--- src/rtl/ofdm_rx_decode_ctrl.sv ---
// ofdm_rx_decode_ctrl
// Drives the OFDM decoder control inputs for one legacy 802.11a/g packet:
// decodes and checks the SIGNAL field, then re-arms the decoder for DATA
// and counts payload bytes to completion.
// Optional feature: define OFDM_RX_DECODE_CTRL_WDOG_EN to compile in a stall
// watchdog that aborts SIG_RX/DATA_RX after WDOG_CYCLES quiet cycles.

module ofdm_rx_decode_ctrl #(
    parameter int RST_CYCLES = 2
`ifdef OFDM_RX_DECODE_CTRL_WDOG_EN
    ,
    parameter logic [31:0] WDOG_CYCLES = 32'd200000
`endif
) (
    input  logic        clock,
    input  logic        reset,
    input  logic        start,
    input  logic [7:0]  byte_in,
    input  logic        byte_in_strobe,
    output logic        dec_reset,
    output logic [7:0]  dec_rate,
    output logic        dec_do_descramble,
    output logic [31:0] dec_num_bits,
    output logic        busy,
    output logic        sig_valid,
    output logic [3:0]  pkt_rate,
    output logic [11:0] pkt_len,
    output logic        pkt_byte_strobe,
    output logic        done,
    output logic        error,
    output logic [1:0]  error_code
);

    typedef enum logic [2:0] {
        IDLE, SIG_RST, SIG_RX, SIG_CHK, DATA_RST, DATA_RX
    } state_t;

    state_t      state_q, state_d;
    logic [3:0]  rst_cnt_q, rst_cnt_d;
    logic [1:0]  sig_cnt_q, sig_cnt_d;
    logic [23:0] sig_q, sig_d;
    logic [11:0] byte_cnt_q, byte_cnt_d;
    logic        dec_reset_q, dec_reset_d;
    logic [7:0]  dec_rate_q, dec_rate_d;
    logic        dec_do_descramble_q, dec_do_descramble_d;
    logic [31:0] dec_num_bits_q, dec_num_bits_d;
    logic        busy_q, busy_d;
    logic        sig_valid_q, sig_valid_d;
    logic [3:0]  pkt_rate_q, pkt_rate_d;
    logic [11:0] pkt_len_q, pkt_len_d;
    logic        pkt_byte_strobe_q, pkt_byte_strobe_d;
    logic        done_q, done_d;
    logic        error_q, error_d;
    logic [1:0]  error_code_q, error_code_d;

    logic        parity_ok;
    logic        fields_ok;
    logic [16:0] data_bits;
    logic [11:0] byte_cnt_inc;
    logic        wdog_hit;

    // SIGNAL field checks; every legal RATE code has bit 3 set, so that bit alone validates RATE
    always_comb begin
        parity_ok    = (sig_q[17] == ^sig_q[16:0]);
        fields_ok    = sig_q[3] && !sig_q[4] && (sig_q[16:5] != 12'd0) && (sig_q[23:18] == 6'd0);
        data_bits    = 17'd44 + {1'b0, sig_q[16:5], 4'b0000};
        byte_cnt_inc = byte_cnt_q + 12'd1;
    end

    // Next-state and next-output logic; start overrides everything else
    always_comb begin
        state_d             = state_q;
        rst_cnt_d           = rst_cnt_q;
        sig_cnt_d           = sig_cnt_q;
        sig_d               = sig_q;
        byte_cnt_d          = byte_cnt_q;
        dec_reset_d         = 1'b0;
        dec_rate_d          = dec_rate_q;
        dec_do_descramble_d = dec_do_descramble_q;
        dec_num_bits_d      = dec_num_bits_q;
        sig_valid_d         = 1'b0;
        pkt_rate_d          = pkt_rate_q;
        pkt_len_d           = pkt_len_q;
        pkt_byte_strobe_d   = 1'b0;
        done_d              = 1'b0;
        error_d             = 1'b0;
        error_code_d        = error_code_q;

        if (start) begin
            state_d             = SIG_RST;
            rst_cnt_d           = 4'(RST_CYCLES - 1);
            dec_reset_d         = 1'b1;
            dec_rate_d          = 8'h0B;
            dec_do_descramble_d = 1'b0;
            dec_num_bits_d      = 32'd48;
            sig_cnt_d           = 2'd0;
            byte_cnt_d          = 12'd0;
            error_code_d        = 2'd0;
        end else begin
            case (state_q)
                IDLE: begin
                end
                SIG_RST: begin
                    if (rst_cnt_q == 4'd0) begin
                        state_d = SIG_RX;
                    end else begin
                        rst_cnt_d   = rst_cnt_q - 4'd1;
                        dec_reset_d = 1'b1;
                    end
                end
                SIG_RX: begin
                    if (byte_in_strobe) begin
                        case (sig_cnt_q)
                            2'd0:    sig_d[7:0]   = byte_in;
                            2'd1:    sig_d[15:8]  = byte_in;
                            default: sig_d[23:16] = byte_in;
                        endcase
                        if (sig_cnt_q == 2'd2) begin
                            state_d = SIG_CHK;
                        end else begin
                            sig_cnt_d = sig_cnt_q + 2'd1;
                        end
                    end else if (wdog_hit) begin
                        error_d      = 1'b1;
                        error_code_d = 2'd3;
                        state_d      = IDLE;
                    end
                end
                SIG_CHK: begin
                    if (!parity_ok) begin
                        error_d      = 1'b1;
                        error_code_d = 2'd1;
                        state_d      = IDLE;
                    end else if (!fields_ok) begin
                        error_d      = 1'b1;
                        error_code_d = 2'd2;
                        state_d      = IDLE;
                    end else begin
                        sig_valid_d         = 1'b1;
                        pkt_rate_d          = sig_q[3:0];
                        pkt_len_d           = sig_q[16:5];
                        dec_rate_d          = {4'b0000, sig_q[3:0]};
                        dec_do_descramble_d = 1'b1;
                        dec_num_bits_d      = {15'd0, data_bits};
                        rst_cnt_d           = 4'(RST_CYCLES);
                        state_d             = DATA_RST;
                    end
                end
                DATA_RST: begin
                    if (rst_cnt_q == 4'd0) begin
                        state_d = DATA_RX;
                    end else begin
                        rst_cnt_d   = rst_cnt_q - 4'd1;
                        dec_reset_d = 1'b1;
                    end
                end
                DATA_RX: begin
                    if (byte_in_strobe) begin
                        pkt_byte_strobe_d = 1'b1;
                        byte_cnt_d        = byte_cnt_inc;
                        if (byte_cnt_inc == pkt_len_q) begin
                            done_d  = 1'b1;
                            state_d = IDLE;
                        end
                    end else if (wdog_hit) begin
                        error_d      = 1'b1;
                        error_code_d = 2'd3;
                        state_d      = IDLE;
                    end
                end
                default: begin
                    state_d = IDLE;
                end
            endcase
        end

        busy_d = (state_d != IDLE);
    end

`ifdef OFDM_RX_DECODE_CTRL_WDOG_EN
    logic [31:0] wdog_q, wdog_d;

    // Fires so that the abort lands exactly WDOG_CYCLES cycles after the last activity
    assign wdog_hit = ((state_q == SIG_RX) || (state_q == DATA_RX)) && !byte_in_strobe &&
                      (wdog_q == WDOG_CYCLES - 32'd2);

    // Quiet-cycle counter, restarted by any state change or received byte
    always_comb begin
        if ((state_q == IDLE) || (state_d != state_q) || byte_in_strobe) begin
            wdog_d = 32'd0;
        end else begin
            wdog_d = wdog_q + 32'd1;
        end
    end

    // Watchdog counter register
    always_ff @(posedge clock) begin
        if (reset) begin
            wdog_q <= 32'd0;
        end else begin
            wdog_q <= wdog_d;
        end
    end
`else
    assign wdog_hit = 1'b0;
`endif

    // State and output registers; decoder is held in reset while we are
    always_ff @(posedge clock) begin
        if (reset) begin
            state_q             <= IDLE;
            rst_cnt_q           <= 4'd0;
            sig_cnt_q           <= 2'd0;
            sig_q               <= 24'd0;
            byte_cnt_q          <= 12'd0;
            dec_reset_q         <= 1'b1;
            dec_rate_q          <= 8'h0B;
            dec_do_descramble_q <= 1'b0;
            dec_num_bits_q      <= 32'd48;
            busy_q              <= 1'b0;
            sig_valid_q         <= 1'b0;
            pkt_rate_q          <= 4'd0;
            pkt_len_q           <= 12'd0;
            pkt_byte_strobe_q   <= 1'b0;
            done_q              <= 1'b0;
            error_q             <= 1'b0;
            error_code_q        <= 2'd0;
        end else begin
            state_q             <= state_d;
            rst_cnt_q           <= rst_cnt_d;
            sig_cnt_q           <= sig_cnt_d;
            sig_q               <= sig_d;
            byte_cnt_q          <= byte_cnt_d;
            dec_reset_q         <= dec_reset_d;
            dec_rate_q          <= dec_rate_d;
            dec_do_descramble_q <= dec_do_descramble_d;
            dec_num_bits_q      <= dec_num_bits_d;
            busy_q              <= busy_d;
            sig_valid_q         <= sig_valid_d;
            pkt_rate_q          <= pkt_rate_d;
            pkt_len_q           <= pkt_len_d;
            pkt_byte_strobe_q   <= pkt_byte_strobe_d;
            done_q              <= done_d;
            error_q             <= error_d;
            error_code_q        <= error_code_d;
        end
    end

    assign dec_reset         = dec_reset_q;
    assign dec_rate          = dec_rate_q;
    assign dec_do_descramble = dec_do_descramble_q;
    assign dec_num_bits      = dec_num_bits_q;
    assign busy              = busy_q;
    assign sig_valid         = sig_valid_q;
    assign pkt_rate          = pkt_rate_q;
    assign pkt_len           = pkt_len_q;
    assign pkt_byte_strobe   = pkt_byte_strobe_q;
    assign done              = done_q;
    assign error             = error_q;
    assign error_code        = error_code_q;

endmodule

--- config.mk ---
export PLATFORM = sky130hd
export DESIGN_NAME = ofdm_rx_decode_ctrl
export DESIGN_NICKNAME = d
export VERILOG_FILES = /design/src/rtl/ofdm_rx_decode_ctrl.sv
export SDC_FILE = /design/constraint.sdc
export NUM_CORES = 1
export LEC_CHECK = 0
export ABC_AREA = 1
export CORE_MARGIN = 4
export CORE_UTILIZATION = 40
export CTS_BUF_LIST = sky130_fd_sc_hd__clkbuf_8
export DETAILED_ROUTE_END_ITERATION = 16
export HOLD_SLACK_MARGIN = 0.08
export PLACE_DENSITY = 0.66
export SYNTH_ARGS = -nofsm -noshare
export SYNTH_HDL_FRONTEND = slang
export SYNTH_SLANG_ARGS = --single-unit
--- constraint.sdc ---
create_clock -name clock -period 2.1 [get_ports clock]
set_clock_uncertainty 0.1 [all_clocks]
set_input_delay 0.315 -clock clock [delete_from_list [all_inputs] [get_ports clock]]
set_output_delay 0.315 -clock clock [all_outputs]
set_load 0.01 [all_outputs]
==> results of run 1 <==
-- synthesized netlist by cell type (3+ instances only) --
library cell / number / area share [%]
buf_4: 25 / 4.3
o21ai_0: 52 / 5.9
a21oi_1: 34 / 3.9
xor2_1: 14 / 2.8
clkbuf_1: 9 / 0.77
o211ai_1: 5 / 0.85
nand2_1: 106 / 9.0
dfxtp_1: 87 / 40
inv_1: 84 / 7.2
xnor2_2: 3 / 1.1
ha_1: 10 / 2.8
nor2_1: 76 / 6.5
nand2_2: 3 / 0.43
xnor2_1: 5 / 0.99
nor3_1: 10 / 1.1
nand3_1: 48 / 5.5
o21ai_2: 8 / 1.6
nand4_1: 9 / 1.3
-- cells by family after synthesis --
kind of cell / Yosys count / share of synthesized area [%]
XOR/XNOR: 23 / 5.42
AO/OA/AOI/OAI: 106 / 13.5
adder cells (fa/ha/maj): 10 / 2.84
buffers and inverters: 124 / 13.0
flip-flops: 87 / 39.5
AND/OR/NAND/NOR: 258 / 25.6
other: 1 / 0.0851
-- state kept, by name, summed over array words and instances, names as in the netlist --
name	cells
pkt_rate	4
done	1
byte_cnt_q	12
sig_valid	1
dec_num_bits	14
pkt_byte_strobe	1
sig_cnt_q	2
dec_reset	1
rst_cnt_q	4
busy	1
pkt_len	12
state_q	3
error_code	2
sig_q	24
dec_rate	4
error	1
-- per-stage QoR --
| step | util (%) | instances |
|---|---|---|
| after floorplan | - | 629 |
| after global placement | 48.4 | 820 |
| after detailed placement | 48.4 | 820 |
| after CTS | 51.7 | 839 |
| after global routing | 53.2 | 844 |
| final | 53.2 | 844 |
-- cell type report --
cell class                      instances  share of cell area, %
Timing Repair Buffer                   96                   15.7
Inverter                               86                   5.82
Timing Repair inverter                  2                  0.283
Tap cell                              140                   3.05
Clock buffer                           11                   2.64
Sequential cell                        87                   30.6
Clock inverter                          4                  0.959
Multi-Input combinational cell        418                   41.0
-- worst register-to-register path, stage by stage, from the launching register on --
cell and delay (ps):
dfxtp_2 350, ha_4 290, xor2_4 160, xor2_1 160, nand2_1 100, nand2_1 100, nand2_1 60, nand2_2 70
nand3_4 100, buf_6 150, nor2_8 210, buf_6 150, a21oi_2 40
-- per-layer routing --
layer	up-vias	wire, um	track usage, %
met5	-	0	0
met4	0	279	7.61
met3	18	620	3.64
met2	115	5370	29.1
met1	1914	4970	22.2
li1	2088	-	-
-- power groups by stage --
stage | Sequential, mW | Clock [mW] | Combinational [mW]
after global routing | 1.67 | 1.32 | 0.213
after global placement | 1.70 | 0 | 0.180
after detailed placement | 1.70 | 0 | 0.182
after floorplan | 1.70 | 0 | 0.138
final | 1.66 | 1.22 | 0.193
after CTS | 1.67 | 1.24 | 0.184
-- final timing paths --
check                                     start         endpoint  slack [ps]  cells past startpoint
worst max register to register        sig_q[12]      dec_rate[0]         -60                     12
worst min-delay path            dec_num_bits[7]  dec_num_bits[7]         370                      2
worst min register to register  dec_num_bits[7]  dec_num_bits[7]         370                      2
worst max-delay path                  sig_q[12]      dec_rate[0]         -60                     12
-- repair_timing --
item | 4_1_cts | 5_1_grt
pin swaps | 11 | 16
setup endpoints to repair | 37 | 44
setup buffers | 3 | 3
hold buffers | 0 | 0
resized for setup | 31 | 42
cloned | 1 | 2
==> results.ini, run 1 <==
[setup_path]
setup.worst_path.start_class=flip-flop
crit_chain=ha_4 > xor2_4 > xor2_1 > nand2_1 > nand2_1 > nand2_1 > nand2_2 > nand3_4 > buf_6 > nor2_8 > buf_6 > a21oi_2
critical_path.slowest_cell=dfxtp_2
worstPathArrival_ps=2320
cpPeakStageDelay_ps=350
crit_top_cell=nand2_1
crit_required_ps=2260
path_class=flip-flop to flip-flop
critPathTopFamily=simple AND/OR/NAND/NOR gates
crit_path_end_kind=flip-flop
path_max_fanout=6
crit_buf_inv=2

[floorplanning]
io-pin-count=77
initial_core_util_pct=40.8
dieArea_um2=12800
num_rows=38
die_h_um=113
placeableCoreArea_um2=10800
die_w_um=113

[power]
leakagePower_nw=2.41
totalPowerFinal_mw=3.08
p_sw_mw=0.739
p_clk_share_pct=39.7
irDropWorstVdd_mv=0.325
power_frac_seq_pct=54.1
power_per_cell_area_nw_per_um2=536
comb_power_share_pct=6.3
p_int_mw=2.34
swShare_pct=24.0

[finish]
diodes=0
final_common_cell=nand2_1
synthToLayoutAreaGrowth_pct=30.4
nets=722
layout-drive-gt1-share_pct=17.0
mostFrequentLayoutCells=100 x nand2_1, 81 x inv_1, 76 x dfxtp_1
regArea_um2=1760
fillers=1027
final_area_um2=5740
multi_input_area_um2=2350

[clock_tree]
clk_pin_slew_worst_paths_ps=90
max-clock-path-buffers=2
cts_root_buf=clkbuf_8
clk_latency_ps=370
cts.sinks=87
cts_tree=built
cts_buffers=9
htreeDepth=3

[timing]
fin_crit_sh_pct=103
worst_slew_pin_slew_ps=548
setup_tns_ps=-823
report.final.hold_viol_count=0
finalHoldWorstSlack_ps=367
worst_slack_ps=-60.8
fin_crit_ps=2160
rsz0062_at_grt=yes
max_freq_ghz=0.463
final_max_slew_viol_count=0
maxSlewHeadroom_pct=63.5
finalSetupViolations=34

[logic_synthesis]
yosys_register_bits=87
yosysUniqueCellTypes=37
syn_inst=609
synth-edff-count=0
synth.avg_cell_area_um2=7.23
synth-seq-area-share_pct=39.5
ys.flop_type=dfxtp_1
synth-async-reset-ratio_pct=0
syn_area_um2=4410
yosys_warnings=0

[global_route]
grt_first_pass_wirelength_um=18300
track_usage_pct=17.6
antenna_found_initial=0
grt_max_degree=42
grt-ovfl-total=0
grt_pass1_vias=3946

[place]
pre_cts_ws_ps=-110
portBuffers=55
place.gp.congestion=0.922
placed_area_um2=5230
hpwl_um=8380

[run]
drv_cap=0

[route]
ant_nets=0
drt_wl_total_um=11200
drc_errors=0
vias=4135
first_pass_iters=4
drtIter0Drc=204
viasPerCell=4.90
drt-wirelength-per-cell_um=13.3

[run_status]
status=complete, but fails checks
violations=setup timing

[worst_hold_path]
hold_path_class=flip-flop to flip-flop

No activity file was read; power rests on OpenSTA's default activity.
==> inputs of run 2 (changes only) <==
--- a/config.mk
+++ b/config.mk
@@ -6,12 +6,13 @@
 export NUM_CORES = 1
 export LEC_CHECK = 0
 export ABC_AREA = 1
+export ABC_CLOCK_PERIOD_IN_PS = 2100
 export CORE_MARGIN = 4
 export CORE_UTILIZATION = 40
 export CTS_BUF_LIST = sky130_fd_sc_hd__clkbuf_8
 export DETAILED_ROUTE_END_ITERATION = 16
 export HOLD_SLACK_MARGIN = 0.08
-export PLACE_DENSITY = 0.66
+export PLACE_DENSITY = 0.69
 export SYNTH_ARGS = -nofsm -noshare
 export SYNTH_HDL_FRONTEND = slang
 export SYNTH_SLANG_ARGS = --single-unit
==> run 2 against run 1 <==
  * The run still ends with setup timing left
  * Design area grew 1.2%
  * Count of clock-buffer cells in the layout shrank 2
  * Highest routed layer unchanged
  * Sequential share of layout area shrank 0.41 points
  * Register-to-register slack lost 20 ps
  * Critical path depth grew 1
  * Sequential power is essentially flat
  * Power grew 4.3%
  * Wire length grew 3.0%
  * Maximum frequency shrank 1.1%
  * Largest cell class unchanged
  * Via count grew 1.3%
  * Critical path type unchanged
==> results.ini, run 2 (synthesis results as in run 1) <==
[run_status]
status=complete, but fails checks
violations=setup timing

[route]
first_pass_iters=5
vias=4189
drtIter0Drc=197
drc_errors=0
viasPerCell=4.96
ant_nets=0
drt_wl_total_um=11600
drt-wirelength-per-cell_um=13.7

[place]
hpwl_um=8410
portBuffers=55
place.gp.congestion=0.871
placed_area_um2=5250

[timing]
fin_crit_sh_pct=104
finalSetupViolations=33
finalHoldWorstSlack_ps=355
report.final.hold_viol_count=0
maxSlewHeadroom_pct=65.3
worst_slew_pin_slew_ps=520
max_freq_ghz=0.458
final_max_slew_viol_count=0
rsz0062_at_grt=yes
worst_slack_ps=-84.9
fin_crit_ps=2180

[clock_tree]
cts_root_buf=clkbuf_8
ctsHoldBuffers=0
clk_pin_slew_worst_paths_ps=100
htreeDepth=3
max-clock-path-buffers=2
cts_tree=built
cts.sinks=87
cts_buffers=9
clk_latency_ps=370

[setup_path]
cpPeakStageDelay_ps=350
crit_path_end_kind=flip-flop
crit_chain=ha_4 > xor2_4 > xor2_2 > nand2_2 > nand2_2 > nand2_2 > nand2_2 > nand3_4 > buf_6 > nor2_4 > buf_6 > o21ai_1 > nor2_1
crit_top_cell=nand2_2
path_max_fanout=6
crit_required_ps=2300
crit_buf_inv=2
critical_path.slowest_cell=dfxtp_2
critPathTopFamily=simple AND/OR/NAND/NOR gates
setup.worst_path.start_class=flip-flop
reg2reg_slack_ps=-80
worstPathArrival_ps=2390
path_class=flip-flop to flip-flop

[finish]
final_area_um2=5810
diodes=0
layout-drive-gt1-share_pct=18.8
regMostFlops=sig_q
final_common_cell=nand2_1
largest_reg_flops=24
synthToLayoutAreaGrowth_pct=32.0
mostFrequentLayoutCells=95 x nand2_1, 83 x inv_1, 76 x dfxtp_1
utilization_pct=53.9
fillers=991
nets=721

[global_route]
grt-ovfl-total=0
grt_first_pass_wirelength_um=18400
track_usage_pct=17.7
grt_pass1_vias=3904
antenna_found_initial=0
grt_max_degree=42

[floorplanning]
initial_core_util_pct=40.8
die_h_um=113
die_w_um=113
num_rows=38
io-pin-count=77
dieArea_um2=12800
placeableCoreArea_um2=10800

[power]
leakagePower_nw=2.43
irDropWorstVdd_mv=0.326
power_per_cell_area_nw_per_um2=552
totalPowerFinal_mw=3.21

[worst_hold_path]
hold_path_class=flip-flop to flip-flop

[run]
drv_cap=0

## run 2: cell types whose count changed in the layout (fill, tap and decap cells not counted), sizes merged
cell,before,now
inv,85,88
clkbuf,11,9
buf,41,40
bufinv,1,2
clkinv,3,2
## run 2: worst paths after layout
check,startpoint,end,depth (start not counted)
setup / recovery,sig_q[14],pkt_len[9],13
hold / removal,dec_rate[3],dec_rate[3],1
setup reg to reg,sig_q[14],pkt_len[9],13
hold reg to reg,dec_rate[3],dec_rate[3],1
## run 2: what timing repair did
action	CTS	global route
setup buffers	3	1
endpoints found under the hold margin	0	0
pin swaps	17	24
cloned	2	1
gates resized for setup	42	45
endpoints found under the setup margin	39	45
## run 2: layer usage
| layer | global-route usage (%) | routed length, um |
|---|---|---|
| met5 | 0 | 0 |
| met4 | 6.41 | 181 |
| met3 | 3.48 | 561 |
| met2 | 29.3 | 5650 |
| met1 | 23.0 | 5190 |
## run 2: where the power goes
part	leakage (nW)	internal, mW	total, mW	switching (mW)
clock network	0.112	0.685	1.34	0.656
registers	0.708	1.66	1.67	0.00722
logic	1.61	0.0743	0.204	0.129
total	2.43	2.42	3.21	0.792
## run 2: per-stage QoR
step	instances	TNS, ps	worst slack, ps
6_report	844	-1400	-84.9
4_1_cts	842	-284	-42.3
5_1_grt	844	-6020	-194
3_5_place_dp	821	-1690	-97.1
3_3_place_gp	821	-645	-47.9
2_1_floorplan	629	0	8.27
## run 2: layout make-up
type | instances | area (um^2) | share of cell area [%]
Multi-Input combinational cell | 418 | 2420 | 41.6
Sequential cell | 87 | 1760 | 30.2
Timing Repair Buffer | 95 | 891 | 15.3
Inverter | 86 | 334 | 5.75
Tap cell | 140 | 175 | 3.01
Clock buffer | 9 | 124 | 2.13
Clock inverter | 7 | 101 | 1.74
Timing Repair inverter | 2 | 13.8 | 0.237
